### config.mk
export PLATFORM = sky130hd
export DESIGN_NAME = pll_ctrl_seq
export DESIGN_NICKNAME = d
export VERILOG_FILES = /design/src/rtl/pll_ctrl_pkg.sv /design/src/rtl/sync_2ff.sv /design/src/rtl/pll_ctrl_seq.sv
export SDC_FILE = /design/constraint.sdc
export NUM_CORES = 1
export LEC_CHECK = 0
export CAP_MARGIN = 20
export CORE_MARGIN = 2
export CORE_UTILIZATION = 40
export DETAILED_ROUTE_END_ITERATION = 7
export SLEW_MARGIN = 20
export SYNTH_ARGS = -nofsm -noshare
export SYNTH_HDL_FRONTEND = slang
export SYNTH_SLANG_ARGS = --single-unit
### constraint.sdc
create_clock -name Ref_Clk -period 4.75 [get_ports Ref_Clk]
set_clock_uncertainty 0.05 [all_clocks]
set_input_delay 0.95 -clock Ref_Clk [delete_from_list [all_inputs] [get_ports Ref_Clk]]
set_output_delay 0.95 -clock Ref_Clk [all_outputs]
set_load 0.01 [all_outputs]
### src/rtl/pll_ctrl_pkg.sv
// Shared state encoding, rate type and divider ratio table for the TX PHY PLL sequencer.
package pll_ctrl_pkg;

    typedef enum logic [2:0] {
        StRstHold,
        StWaitLock,
        StSettle,
        StReady,
        StRateChg
    } pll_state_e;

    typedef enum logic {
        RateGen1 = 1'b0,
        RateGen2 = 1'b1
    } rate_t;

    localparam logic [7:0] Gen1SymRatio  = 8'd20;
    localparam logic [7:0] Gen1PclkRatio = 8'd40;
    localparam logic [7:0] Gen2SymRatio  = 8'd10;
    localparam logic [7:0] Gen2PclkRatio = 8'd20;

    function automatic logic [7:0] sym_ratio(input rate_t rate);
        return (rate == RateGen2) ? Gen2SymRatio : Gen1SymRatio;
    endfunction

    function automatic logic [7:0] pclk_ratio(input rate_t rate);
        return (rate == RateGen2) ? Gen2PclkRatio : Gen1PclkRatio;
    endfunction

endpackage

### src/rtl/sync_2ff.sv
// Two-flop synchroniser with asynchronous active-low reset to 0.
module sync_2ff (
    input  logic clk_i,
    input  logic rst_ni,
    input  logic d_i,
    output logic q_o
);

    logic meta_q;

    always_ff @(posedge clk_i or negedge rst_ni) begin
        if (!rst_ni) begin
            meta_q <= 1'b0;
            q_o    <= 1'b0;
        end else begin
            meta_q <= d_i;
            q_o    <= meta_q;
        end
    end

endmodule

### src/rtl/pll_ctrl_seq.sv
// PLL power-up / PIPE rate-change sequencer; all outputs registered.
// Optional lock timeout with retries and sticky Lock_Err: define PLL_LOCK_TIMEOUT_EN.
module pll_ctrl_seq
    import pll_ctrl_pkg::*;
#(
    parameter int unsigned RST_HOLD_CYC = 16,
    parameter int unsigned SETTLE_CYC   = 64,
    parameter int unsigned LOCK_TIMEOUT = 1024,
    parameter int unsigned MAX_RETRY    = 3,
    parameter int unsigned CNT_W        = 12
) (
    input  logic       Ref_Clk,
    input  logic       Rst,
    input  logic       Rate,
    input  logic       Pll_Lock,
    output logic       Pll_Rst_n,
    output logic [7:0] Sym_Div_Ratio,
    output logic [7:0] Pclk_Div_Ratio,
    output logic       Clk_Stable,
    output logic       PhyStatus,
    output logic       Rate_Ack,
    output logic       Lock_Err
);

    localparam int unsigned CntMax = (1 << CNT_W) - 1;

    if (RST_HOLD_CYC == 0 || SETTLE_CYC == 0 || LOCK_TIMEOUT == 0 || MAX_RETRY > 255 ||
        RST_HOLD_CYC - 1 > CntMax || SETTLE_CYC - 1 > CntMax ||
        LOCK_TIMEOUT - 1 > CntMax) begin : gen_bad_param
        $error("pll_ctrl_seq: parameter out of range");
    end

    localparam logic [CNT_W-1:0] HoldLoad   = CNT_W'(RST_HOLD_CYC - 1);
    localparam logic [CNT_W-1:0] SettleLoad = CNT_W'(SETTLE_CYC - 1);
    localparam logic [CNT_W-1:0] LockLoad   = CNT_W'(LOCK_TIMEOUT - 1);

    pll_state_e       state_q;
    logic [CNT_W-1:0] cnt_q;
    rate_t            rate_q;
    logic             lock_sync;

    sync_2ff u_lock_sync (
        .clk_i  (Ref_Clk),
        .rst_ni (Rst),
        .d_i    (Pll_Lock),
        .q_o    (lock_sync)
    );

`ifdef PLL_LOCK_TIMEOUT_EN
    localparam int unsigned RetryW = (MAX_RETRY > 1) ? $clog2(MAX_RETRY + 1) : 1;
    logic [RetryW-1:0] retry_q;
`else
    assign Lock_Err = 1'b0;
`endif

    always_ff @(posedge Ref_Clk or negedge Rst) begin
        if (!Rst) begin
            state_q        <= StRstHold;
            cnt_q          <= HoldLoad;
            rate_q         <= RateGen1;
            Pll_Rst_n      <= 1'b0;
            Sym_Div_Ratio  <= Gen1SymRatio;
            Pclk_Div_Ratio <= Gen1PclkRatio;
            Clk_Stable     <= 1'b0;
            PhyStatus      <= 1'b0;
            Rate_Ack       <= 1'b0;
`ifdef PLL_LOCK_TIMEOUT_EN
            retry_q        <= '0;
            Lock_Err       <= 1'b0;
`endif
        end else begin
            PhyStatus <= 1'b0;
            unique case (state_q)
                StRstHold: begin
                    if (cnt_q == '0) begin
                        state_q   <= StWaitLock;
                        cnt_q     <= LockLoad;
                        Pll_Rst_n <= 1'b1;
                    end else begin
                        cnt_q <= cnt_q - CNT_W'(1);
                    end
                end
                StWaitLock: begin
                    if (lock_sync) begin
                        state_q <= StSettle;
                        cnt_q   <= SettleLoad;
                    end
`ifdef PLL_LOCK_TIMEOUT_EN
                    // Once Lock_Err is set the FSM parks here and only a real lock moves it on.
                    else if (!Lock_Err) begin
                        if (cnt_q != '0) begin
                            cnt_q <= cnt_q - CNT_W'(1);
                        end else if (retry_q == RetryW'(MAX_RETRY)) begin
                            Lock_Err <= 1'b1;
                        end else begin
                            retry_q   <= retry_q + RetryW'(1);
                            state_q   <= StRstHold;
                            cnt_q     <= HoldLoad;
                            Pll_Rst_n <= 1'b0;
                        end
                    end
`endif
                end
                StSettle: begin
                    if (!lock_sync) begin
                        state_q <= StWaitLock;
                        cnt_q   <= LockLoad;
                    end else if (cnt_q == '0) begin
                        state_q    <= StReady;
                        Clk_Stable <= 1'b1;
                        PhyStatus  <= 1'b1;
                        Rate_Ack   <= rate_q;
`ifdef PLL_LOCK_TIMEOUT_EN
                        retry_q    <= '0;
`endif
                    end else begin
                        cnt_q <= cnt_q - CNT_W'(1);
                    end
                end
                StReady: begin
                    // Lock loss takes priority and picks up whatever Rate is requested now.
                    if (!lock_sync) begin
                        state_q        <= StRstHold;
                        cnt_q          <= HoldLoad;
                        Pll_Rst_n      <= 1'b0;
                        Clk_Stable     <= 1'b0;
                        rate_q         <= rate_t'(Rate);
                        Sym_Div_Ratio  <= sym_ratio(rate_t'(Rate));
                        Pclk_Div_Ratio <= pclk_ratio(rate_t'(Rate));
                    end else if (Rate != Rate_Ack) begin
                        state_q    <= StRateChg;
                        Clk_Stable <= 1'b0;
                    end
                end
                StRateChg: begin
                    state_q        <= StRstHold;
                    cnt_q          <= HoldLoad;
                    Pll_Rst_n      <= 1'b0;
                    rate_q         <= rate_t'(Rate);
                    Sym_Div_Ratio  <= sym_ratio(rate_t'(Rate));
                    Pclk_Div_Ratio <= pclk_ratio(rate_t'(Rate));
                end
                default: begin
                    state_q   <= StRstHold;
                    cnt_q     <= HoldLoad;
                    Pll_Rst_n <= 1'b0;
                end
            endcase
        end
    end

endmodule
==> results of run 1 <==
cell type report:
class,instances,area [um^2]
fill,355,2020
multi-input combinational,121,790
sequential,23,582
timing repair buffer,15,145
tap,48,60.1
clock buffer,4,45.0
inverter,5,18.8
sequential cells by signal, indices dropped and copies added (netlist names):
register / count
Pll_Rst_n: 1
state_q: 3
Clk_Stable: 1
cnt_q: 12
PhyStatus: 1
u_lock_sync.meta_q: 1
Pclk_Div_Ratio: 2
u_lock_sync.q_o: 1
Rate_Ack: 1
metal layers:
| layer | track usage, % | vias to the layer above | wire length [um] |
|---|---|---|---|
| met3 | 2.05 | 6 | 96 |
| met1 | 25.4 | 596 | 1600 |
| li1 | - | 587 | - |
| met2 | 25.1 | 29 | 1410 |
| met4 | 4.17 | 0 | 46 |
| met5 | 0 | - | 0 |
cells in the mapped netlist (all sizes together), types with 4 or more instances:
master and n:
or3 4, a31oi 5, clkbuf 7, nor2 15, a21oi 14, dfstp 5, o21ai 5, inv 5
nor3 5, nand3 5, dfrtp 18, nand2 7, buf 17
logic make-up after synthesis:
kind of cell / Yosys count / synth area share (%)
fa+ha+maj: 2 / 1.65
compound gates: 46 / 21.2
xor+xnor: 1 / 0.579
other cells: 1 / 0.248
mux: 2 / 1.65
buf+inv: 29 / 11.4
simple gates: 61 / 24.9
flops: 23 / 38.4
per-stage QoR:
step	worst slack (ns)	power [uW]	hold slack [ns]	std cells
finish	2.35	822	0.308	216
global route	2.22	886	0.324	216
CTS	2.34	825	0.312	216
detailed placement	2.43	700	0.297	212
global placement	2.44	693	0.294	212
floorplan	2.70	620	0.281	173
power groups by stage:
stage	registers, uW	logic (uW)	clock network [uW]
after floorplan	326	294	0
after global placement	355	338	0
after detailed placement	360	340	0
after CTS	356	342	127
after global routing	371	380	135
final	358	341	123
worst max-delay path by stage:
stage / from / to / slack [ns] / cells after the start
after floorplan: cnt_q[0] / cnt_q[9] / 2.70 / 7
after global placement: Rst / Pclk_Div_Ratio[4] / 2.44 / 1
after detailed placement: Rate / state_q[1] / 2.43 / 4
after CTS: Pclk_Div_Ratio[3] / Pclk_Div_Ratio[5] / 2.34 / 1
after global routing: cnt_q[0] / cnt_q[9] / 2.22 / 7
final: Pclk_Div_Ratio[3] / Pclk_Div_Ratio[5] / 2.35 / 1
==> run_results.csv, run 1 <==
group,metric,value,unit
run_status,status,"completed",
critical_path,critical_path.top_delay_family,"flip-flops",
floorplan,start_util,41.4,%
power,irDropWorstVdd,0.207,mV
synthesis,netlist.area_leader.share,29.8,%
placement,portBuffers,15,
power,switchingPower,335,uW
power,cellPowerDensity,501,nW/um^2
job,cap_violations,0,
critical_path,startpoint_type,"register",
global_routing,grt_pass1_wl,5660,um
synthesis,yosys.area.top_type,"dfrtp_1",
global_routing,grt_max_degree,24,
clocking,cts-hold-fix-buffers,0,
min_path,hp-class,"reg2reg",
power,p_leak,0.000661,uW
synthesis,avgSynthCellArea,9.18,um^2
floorplan,rows,22,
floorplan,pin_count,25,
route,drt_pre_antenna_iters,4,
global_routing,grt-ovfl-total,0,
timing,fmax,0.418,GHz
synthesis,synthArstFlopShare,100,%
power,power.share.switching,40.8,%
route,wl_per_cell,14.6,um
timing,rsz0062_at_grt,"no",
clocking,clock-sinks,23,
critical_path,crit_path_end_kind,"output port",
critical_path,cpMaxStageDelayCell,"dfstp_2",
critical_path,required,3.75,ns
placement,place_area,1600,um^2
floorplan,die_h,65.5,um
critical_path,crit_path_max_incr_delay,0.58,ns
synthesis,synth_cell_types,54,
clocking,cts.path.max_buffers,2,
layout,drive_above_1_share,13.7,%
global_routing,grt_pass1_vias,1130,
layout,final_core_util,44.8,%
timing,fin_tns_setup,0,ns
critical_path,crit_arrival,1.40,ns
power,p_clk_share,15.0,%
route,vias,1218,
route,viasPerCell,5.64,
route,drc,0,
clocking,clockRootBuffer,"clkbuf_8",
route,drtAntennaViolNets,0,
power,pwr-share-seq,43.6,%
timing,hold_viol_final,0,
layout,area_growth,8.35,%
critical_path,crit_buf_inv,1,
floorplan,coreArea,3660,um^2
critical_path,critical_path_class,"reg2out",
timing,period_share,50.4,%
floorplan,die_w,65.5,um
clocking,cts_buffers,3,
timing,setup_viol,0,
critical_path,path_cells,"clkdlybuf4s50_1",
synthesis,synth-seq-area-share,38.4,%
placement,hpwlAfterDp,2240,um
floorplan,fp.dieArea,4290,um^2
route,drt_iter0_markers,48,
timing,slew_headroom,54.1,%
timing,period_needed,2.40,ns
timing,worst_pin_slew,0.689,ns
clocking,path_clk_slew,0.08,ns
critical_path,r2r_cells,7,
power,comb_power_share,41.4,%
synthesis,ys_warn_count,0,
timing,drv_slew,0,
clocking,clock_latency,0.26,ns
global_routing,antenna_found_initial,0,
clocking,postCtsSetupBuffers,0,
critical_path,r2r_end,"cnt_q[9]",
route,wl,3160,um
min_path,hold_path_depth,0,
layout,nets,175,
synthesis,synth_area,1510,um^2
layout,final_cell_mix,"dfrtp_1, nor2_1, clkdlybuf4s50_1",
synthesis,synth-seq-cells,23,
layout,final_common_cell,"dfrtp_1",
global_routing,grtUsageTotal,16.7,%
synthesis,synth_flop_cell,"dfrtp_1",
critical_path,rr_startpoint,"cnt_q[0]",
critical_path,path_max_fanout,7,
min_path,holdPathEnd,"u_lock_sync.q_o",
synthesis,syn_inst,165,
clocking,h-tree-depth,1,
synthesis,synth_edf_count,0,
critical_path,rrSetupSlack,2.39,ns
power,p_int,487,uW
placement,gp_congestion,0.880,
clocking,cts_tree,"built",
min_path,min-delay-start,"u_lock_sync.meta_q",
synthesis,ys_top_cells_by_area,"dfrtp_1, dfstp_2, buf_4",
clocking,cts_resized,0,
layout,final_cell_area,1640,um^2
layout,antenna_cells,0,
Power figures use the tool's default switching activity.
==> inputs of run 2 (changes only) <==
PLACE_DENSITY = 0.65   (was unset)
clock period = 2.1 ns   (was 4.75 ns; I/O delays follow)
==> run 2 against run 1 <==
  * Clock power up 140%
  * Setup slack worse by 2.3 ns
  * Combinational power rose to 3.0 times the previous value
  * Sequential power up 110%
  * Register-to-register slack worse by 2.3 ns
  * Largest cell class unchanged
  * Utilization up 4.9 points
  * Routed wire length up 20%
  * Critical endpoint is now cnt_q[5]
==> run_results.csv, run 2 (same netlist as run 1, synthesis figures left out) <==
group,metric,value,unit
critical_path,r2r_end,"cnt_q[5]",
timing,fin_ws,0.0759,ns
layout,regMostFlops,"cnt_q",
clocking,path_clk_slew,0.09,ns
route,wl,3790,um
critical_path,critPathCapture,"cnt_q[5]",
clocking,cts-hold-fix-buffers,0,
global_routing,grtUsageTotal,19.0,%
layout,final_cell_mix,"dfrtp_1, nor2_1, clkdlybuf4s50_1, buf_4, a21oi_1",
timing,worst_pin_slew,0.513,ns
power,power.share.switching,41.0,%
clocking,cts_tree,"built",
layout,final_common_cell,"dfrtp_1",
power,irDropWorstVdd,0.470,mV
layout,largest_reg_flops,12,
power,switchingPower,858,uW
timing,period_needed,2.02,ns
placement,hpwlAfterDp,2580,um
run_status,status,"completed",
timing,setup_viol,0,
min_path,hp-class,"reg2reg",
floorplan,die_h,65.5,um
global_routing,grt_max_degree,24,
layout,multiInputGateArea,838,um^2
clocking,cts.path.max_buffers,2,
global_routing,grt_pass1_vias,1365,
route,vias,1332,
power,cellPowerDensity,1150,nW/um^2
critical_path,critical_path.top_delay_family,"simple AND/OR/NAND/NOR gates",
placement,gp_congestion,0.866,
route,wl_per_cell,16.3,um
timing,period_share,96.4,%
clocking,cts_buffers,3,
route,drtAntennaViolNets,0,
timing,fmax,0.494,GHz
critical_path,path_cells,"buf_4 -> or3_1 -> or4_2 -> a31oi_1 -> or3_1 -> a22o_2",
critical_path,cp.depth,6,
floorplan,rows,22,
layout,drive_above_1_share,25.9,%
power,p_int,1230,uW
clocking,h-tree-depth,1,
critical_path,r2r_cells,6,
power,p_leak,0.000750,uW
timing,hold_viol_final,0,
placement,portBuffers,15,
job,cap_violations,0,
critical_path,crit_path_end_kind,"register",
route,drt_iter0_markers,80,
layout,nFillCells,348,
layout,final_cell_area,1820,um^2
route,viasPerCell,5.72,
critical_path,required,2.27,ns
critical_path,crit_path_max_incr_delay,0.55,ns
layout,antenna_cells,0,
critical_path,critical_path_class,"reg2reg",
layout,nets,192,
clocking,clockRootBuffer,"clkbuf_8",
placement,place_area,1700,um^2
layout,area_growth,20.2,%
critical_path,crit_buf_inv,1,
global_routing,grt_pass1_wl,6310,um
clocking,clock_latency,0.27,ns
critical_path,cpMaxStageDelayCell,"or4_2",
placement,pre_cts_ws,-0.0223,ns
power,comb_power_share,49.2,%
critical_path,rr_startpoint,"cnt_q[0]",
route,drt_pre_antenna_iters,4,
power,pwr-share-seq,36.8,%
clocking,clock-sinks,23,
floorplan,pin_count,25,
timing,slew_headroom,65.5,%
critical_path,cpMostUsedCell,"or3_1",
critical_path,startpoint_type,"register",
layout,seqCellArea,582,um^2
timing,drv_slew,0,
floorplan,start_util,41.4,%
layout,top_regs,"cnt_q (12), state_q (3), Pclk_Div_Ratio (2)",
global_routing,grt-ovfl-total,0,
power,p_clk_share,14.0,%
floorplan,coreArea,3660,um^2
floorplan,die_w,65.5,um
route,drc,0,
global_routing,antenna_found_initial,0,
floorplan,fp.dieArea,4290,um^2
critical_path,crit_start,"cnt_q[0]",
critical_path,path_max_fanout,3,
critical_path,rrSetupSlack,0.08,ns
critical_path,crit_arrival,2.19,ns
run 2: per-layer routing:
metal / global-route usage [%] / routed length [um]
met2: 31.8 / 1880
met5: 0 / 0
met1: 24.5 / 1720
met3: 2.40 / 100
met4: 8.33 / 85
run 2: how the worst min path moves through the flow:
stage	start	endpoint	slack, ns	cells past startpoint
after floorplan	Rst	Clk_Stable	0.07	0
after global placement	u_lock_sync.meta_q	u_lock_sync.q_o	0.29	0
after detailed placement	u_lock_sync.meta_q	u_lock_sync.q_o	0.29	0
after CTS	u_lock_sync.meta_q	u_lock_sync.q_o	0.31	0
after global routing	u_lock_sync.meta_q	u_lock_sync.q_o	0.33	0
final	u_lock_sync.meta_q	u_lock_sync.q_o	0.31	0
run 2: timing repair:
action,CTS,global route
setup buffers,0,3
pin swaps,0,3
gates cloned,0,1
resized for setup,2,10
setup endpoints to repair,3,13
run 2: per-stage QoR:
stage	std cells	hold WS [ns]	total power, uW	setup TNS (ns)	util, %
global placement	225	0.287	1650	0	46.4
finish	233	0.305	2090	0	49.7
global route	233	0.328	2240	-0.00318	49.7
CTS	229	0.308	2000	0	47.8
detailed placement	225	0.287	1700	-0.0495	46.4
floorplan	173	0.0744	1400	0	-
run 2: power groups by stage:
stage	logic [uW]	registers, uW	clock network (uW)
global route	1130	789	321
finish	1030	769	293
floorplan	665	737	0
detailed placement	929	768	0
global placement	900	754	0
CTS	941	761	295
run 2: area by class of cell:
cell class | count | share of cell area [%]
multi-input cells | 122 | 46.1
flip-flops and latches | 23 | 32.0
repair buffers | 31 | 15.1
well taps | 48 | 3.30
clock buffers | 3 | 2.27
inverters | 5 | 1.03
clock inverters | 1 | 0.275
